## src/rtl/mem_load_align.sv

```systemverilog
// mem_load_align: in-order load metadata FIFO plus response alignment and
// sign/zero extension. Results are registered one cycle after the response.

package mem_load_align_pkg;
    typedef enum logic [1:0] {
        BYTE = 2'd0,
        HALF = 2'd1,
        WORD = 2'd2
    } mem_width_e;
endpackage

module mem_load_align
    import mem_load_align_pkg::*;
#(
    parameter int unsigned DEPTH = 4,
    parameter int unsigned TAG_W = 5
) (
    input  logic                       clk_i,
    input  logic                       rstn_i,
    input  logic                       req_valid_i,
    input  mem_width_e                 req_width_i,
    input  logic                       req_unsigned_i,
    input  logic [1:0]                 req_byte_idx_i,
    input  logic [TAG_W-1:0]           req_tag_i,
    output logic                       req_ready_o,
    input  logic                       mem_rvalid_i,
    input  logic [31:0]                mem_rdata_i,
    input  logic                       mem_err_i,
    output logic                       load_valid_o,
    output logic [31:0]                load_data_o,
    output logic [TAG_W-1:0]           load_tag_o,
    output logic                       load_err_o,
    output logic [$clog2(DEPTH+1)-1:0] pending_o,
    output logic                       resp_unexpected_o
);

    localparam int unsigned PTR_W = $clog2(DEPTH) + 1;
    localparam int unsigned IDX_W = PTR_W - 1;
    localparam int unsigned CNT_W = $clog2(DEPTH + 1);
    localparam logic [CNT_W-1:0] FULL_CNT = CNT_W'(DEPTH);

    mem_width_e       width_mem    [DEPTH];
    logic             unsigned_mem [DEPTH];
    logic [1:0]       byte_idx_mem [DEPTH];
    logic [TAG_W-1:0] tag_mem      [DEPTH];

    logic [PTR_W-1:0] wr_ptr_q;
    logic [PTR_W-1:0] rd_ptr_q;
    logic [CNT_W-1:0] count_q;

    logic             push;
    logic             pop;
    logic             fifo_empty;

    logic [IDX_W-1:0] wr_idx;
    logic [IDX_W-1:0] rd_idx;
    mem_width_e       rd_width;
    logic             rd_unsigned;
    logic [1:0]       rd_byte_idx;
    logic [TAG_W-1:0] rd_tag;

    logic [15:0]      shifted;
    logic             ext;
    logic [31:0]      aligned;
    logic             bad_width;

    assign fifo_empty  = (count_q == '0);
    assign req_ready_o = (count_q != FULL_CNT);
    assign push        = req_valid_i && req_ready_o;
    // A same-cycle push into an empty FIFO is not visible to this pop.
    assign pop         = mem_rvalid_i && !fifo_empty;
    assign pending_o   = count_q;

    assign wr_idx      = wr_ptr_q[IDX_W-1:0];
    assign rd_idx      = rd_ptr_q[IDX_W-1:0];
    assign rd_width    = width_mem[rd_idx];
    assign rd_unsigned = unsigned_mem[rd_idx];
    assign rd_byte_idx = byte_idx_mem[rd_idx];
    assign rd_tag      = tag_mem[rd_idx];

    // Metadata storage; contents are only meaningful between push and pop.
    always_ff @(posedge clk_i) begin
        if (push) begin
            width_mem[wr_idx]    <= req_width_i;
            unsigned_mem[wr_idx] <= req_unsigned_i;
            byte_idx_mem[wr_idx] <= req_byte_idx_i;
            tag_mem[wr_idx]      <= req_tag_i;
        end
    end

    // Pointers and occupancy count; simultaneous push and pop leave count unchanged.
    always_ff @(posedge clk_i or negedge rstn_i) begin
        if (!rstn_i) begin
            wr_ptr_q <= '0;
            rd_ptr_q <= '0;
            count_q  <= '0;
        end else begin
            if (push) begin
                wr_ptr_q <= wr_ptr_q + PTR_W'(1);
            end
            if (pop) begin
                rd_ptr_q <= rd_ptr_q + PTR_W'(1);
            end
            case ({push, pop})
                2'b10:   count_q <= count_q + CNT_W'(1);
                2'b01:   count_q <= count_q - CNT_W'(1);
                default: count_q <= count_q;
            endcase
        end
    end

    // Extract the addressed lane and extend it to 32 bits.
    always_comb begin
        shifted   = 16'(mem_rdata_i >> {rd_byte_idx, 3'b000});
        ext       = 1'b0;
        aligned   = '0;
        bad_width = 1'b0;
        case (rd_width)
            BYTE: begin
                ext     = !rd_unsigned && shifted[7];
                aligned = {{24{ext}}, shifted[7:0]};
            end
            HALF: begin
                ext     = !rd_unsigned && shifted[15];
                aligned = {{16{ext}}, shifted[15:0]};
            end
            WORD: begin
                aligned = mem_rdata_i;
            end
            default: begin
                bad_width = 1'b1;
            end
        endcase
    end

    // Registered result; data/tag/err hold between completions.
    always_ff @(posedge clk_i or negedge rstn_i) begin
        if (!rstn_i) begin
            load_valid_o      <= 1'b0;
            load_data_o       <= '0;
            load_tag_o        <= '0;
            load_err_o        <= 1'b0;
            resp_unexpected_o <= 1'b0;
        end else begin
            load_valid_o      <= pop;
            resp_unexpected_o <= mem_rvalid_i && fifo_empty;
            if (pop) begin
                load_tag_o  <= rd_tag;
                load_err_o  <= mem_err_i || bad_width;
                load_data_o <= (mem_err_i || bad_width) ? '0 : aligned;
            end
        end
    end

endmodule
```

## config.mk

```make
export PLATFORM = sky130hd
export DESIGN_NAME = mem_load_align
export DESIGN_NICKNAME = d
export VERILOG_FILES = /design/src/rtl/mem_load_align.sv
export SDC_FILE = /design/constraint.sdc
export NUM_CORES = 1
export LEC_CHECK = 0
export ABC_AREA = 1
export CELL_PAD_IN_SITES_DETAIL_PLACEMENT = 0
export CELL_PAD_IN_SITES_GLOBAL_PLACEMENT = 1
export CORE_ASPECT_RATIO = 0.75
export CORE_UTILIZATION = 41
export DETAILED_ROUTE_END_ITERATION = 10
export PLACE_DENSITY = 0.94
export SYNTH_ARGS = -nofsm -noshare
export SYNTH_HDL_FRONTEND = slang
export SYNTH_SLANG_ARGS = --single-unit
```

## constraint.sdc

```tcl
create_clock -name clk_i -period 5 [get_ports clk_i]
set_input_delay 1.25 -clock clk_i [delete_from_list [all_inputs] [get_ports clk_i]]
set_output_delay 1.25 -clock clk_i [all_outputs]
set_load 0.01 [all_outputs]
```

==> qor.yml <==
synthCells: 521
cts_tree: "built"
ys_seq_area_frac: 0.5304
cts_sinks: 87
critPathLaunchType: "flop"
drtIter0Drc: 332
endpoint_kind: "flop"
ys.warnings.count: 0
power.switching_w: 0.001579
first_pass_iters: 6
syn2layout_area_growth_pct: 27.28
final_util: 0.5459
cts_resized: 0
min_period_over_period: 0.6614
grt_usage: 0.2173
r2r_slack_ps: 1690
cap_violations: 0
setup-violations-final: 0
ctsHoldBuffers: 0
whs_path_depth: 2
chipHeight_um: 92.55
diodes: 0
grt_pass1_wl_um: 18610
comb_power_share: 0.490
reg2regPathDepth: 10
crit_path_frequent_cell: "nand2_1"
coreArea_um2: 10450
h-tree-depth: 3
synthesis.nets: 574
placedCellCount: 722
netlist_top_cells_area: "edfxtp_1, dfrtp_1, nand2_1"
swShare: 0.4339
globalRouteOverflowTotal: 0
post-synth-top-area-cell: "edfxtp_1"
fin_cells: 738
max_freq_ghz: 0.3024
whs_ps: 481.6
port-buffer-count: 90
min_path_type: "flop to flop"
nFillCells: 918
vdd_drop_max_v: 0.0002658
powerDensity_nw_per_um2: 638.1
die_area_um2: 11360
wl_um: 11970
synthDistinctLibCells: 32
synth_area_um2: 4482
startpoint: "rd_ptr_q[0]"
layout.nets: 650
p_clk_frac: 0.205
rows: 32
crit_chain: "inv_4 -> nand2_1 -> nand3_2 -> nand2_2 -> nand2_1 -> a21oi_4 -> nand3_4 -> nand3_1 -> nand2_1 -> nand2_1"
cts-buffers-inserted: 9
drt-wirelength-per-cell_um: 16.22
drc: 0
hpwl_um: 7912
post_cts_buffers: 0
cp-endpoint: "load_data_o[27]"
grt_pass1_vias: 3688
viasPerCell: 5.238
crit_slowest_cell: "dfrtp_1"
p_int_w: 0.002061
setup_tns_ps: 0
path_max_fanout: 39
cp_top_family: "simple AND/OR/NAND/NOR gates"
slew_violations: 0
clk_pin_slew_worst_paths_ps: 70
maxSlewHeadroom: 0.2803
rsz0062_at_grt: "no"
place_congestion: 0.8433
finClkSkew_ps: 9.452
die_w_um: 122.7
cts_buffer_depth: 2
seqPwrFrac: 0.304
path_buf_inv: 1
avgSynthCellArea_um2: 8.602
io-pin-count: 91
netlist.area_leader.share: 0.2680
path_class: "flop to flop"
finalPower_w: 0.003640
clock_latency_ps: 340
final_hold_viol_count: 0
cts-root-buf: "clkbuf_16"
worst_pin_slew_ps: 1076
synth_seq_cells: 87
initial_utilization: 0.4289
crit_arrival_ps: 3590
dr_total_vias: 3866
drive_gt1_frac: 0.07807
ant_nets: 0
leakagePower_nw: 2.605
grt_antenna_before_repair: 0
cpPeakStageDelay_ps: 930
required_ps: 5280
outcome: "completed"
cp_num_cells: 10
reg2reg_to: "load_data_o[27]"
final.min_clock_period_ps: 3307
grt_max_degree: 48
r2r-start: "rd_ptr_q[0]"
[cell families after synthesis]
kind of cell,share of synthesized area
xor gates and xnor gates,0.007818
DFF,0.5304
AOI/OAI and AO/OA,0.07287
buffers and inverters,0.06812
and+or+nand+nor,0.3023
adders and majority gates,0.01843
[final cells by class]
type                            instances  area (um^2)  share of cell area
Multi-Input combinational cell        377         1799              0.3154
Inverter                               29        111.4             0.01952
Clock inverter                          7        102.6             0.01799
Clock buffer                            9        225.2             0.03948
Timing Repair Buffer                   93        918.4              0.1610
Sequential cell                        87         2377              0.4168
Tap cell                              136        170.2             0.02983
[worst min path at each step]
stage | endpoint | slack [ps] | from
2_1_floorplan | load_tag_o[0] | 510 | tag_mem[1][0]
3_3_place_gp | load_data_o[9] | 460 | load_data_o[9]
3_5_place_dp | load_data_o[1] | 460 | load_data_o[1]
4_1_cts | load_data_o[6] | 480 | load_data_o[6]
5_1_grt | load_data_o[21] | 510 | load_data_o[21]
6_report | load_data_o[9] | 480 | load_data_o[9]
[Yosys cell counts, drive strengths merged]
cell and number:
o22a 1, xor2 3, nor3 1, a21oi 25, xnor2 1, a31oi 5, nand2 193, clkbuf 8
or2 1, fa 1, inv 28, o21ai 30, buf 20, dfrtp 47, clkinv 1, ha 5
nor2 52, nand3 59, edfxtp 40
[flip-flops by register name (all words and copies together) (netlist names)]
signal             count
load_valid_o           1
load_err_o             1
unsigned_mem           4
pending_o              3
resp_unexpected_o      1
tag_mem               20
load_data_o           32
width_mem              8
wr_ptr_q               2
byte_idx_mem           8
load_tag_o             5
rd_ptr_q               2
[per-stage QoR]
stage,setup WS (ps),instance area [um^2]
6_report,1693,5704
5_1_grt,1474,5704
4_1_cts,1731,5704
3_5_place_dp,1332,5376
3_3_place_gp,1422,5376
2_1_floorplan,2053,4482
[power by group through the flow]
stage          combinational (W)  sequential, W  clock [W]
3_3_place_gp             0.00170        0.00111          0
6_report                 0.00179        0.00111   0.000748
5_1_grt                  0.00197        0.00113   0.000791
3_5_place_dp             0.00175        0.00112          0
4_1_cts                  0.00177        0.00111   0.000761
2_1_floorplan            0.00126        0.00110          0
[placed cells by master, fill, tap and decap left out, drive strengths merged]
master / n
a21oi: 25
a31oi: 5
buf: 4
bufinv: 2
clkbuf: 9
clkdlybuf4s50: 89
clkinv: 2
clkinvlp: 1
dfrtp: 47
edfxtp: 40
fa: 1
ha: 5
inv: 31
nand2: 193
nand3: 59
nor2: 52
nor3: 1
o21ai: 30
o22a: 1
or2: 1
xnor2: 1
xor2: 3
[worst reg2reg max path, cell delays in order, from the launching register on]
cell and delay, ps:
dfrtp_1 930, inv_4 250, nand2_1 140, nand3_2 330
nand2_2 660, nand2_1 200, a21oi_4 200, nand3_4 240
nand3_1 180, nand2_1 70, nand2_1 60
[layer usage]
layer / wire (um) / track usage
met1: 5221 / 0.3000
met3: 950 / 0.04064
met4: 188 / 0.07012
met5: 0 / 0
met2: 5610 / 0.3436
No activity file was read; power rests on OpenSTA's default activity.
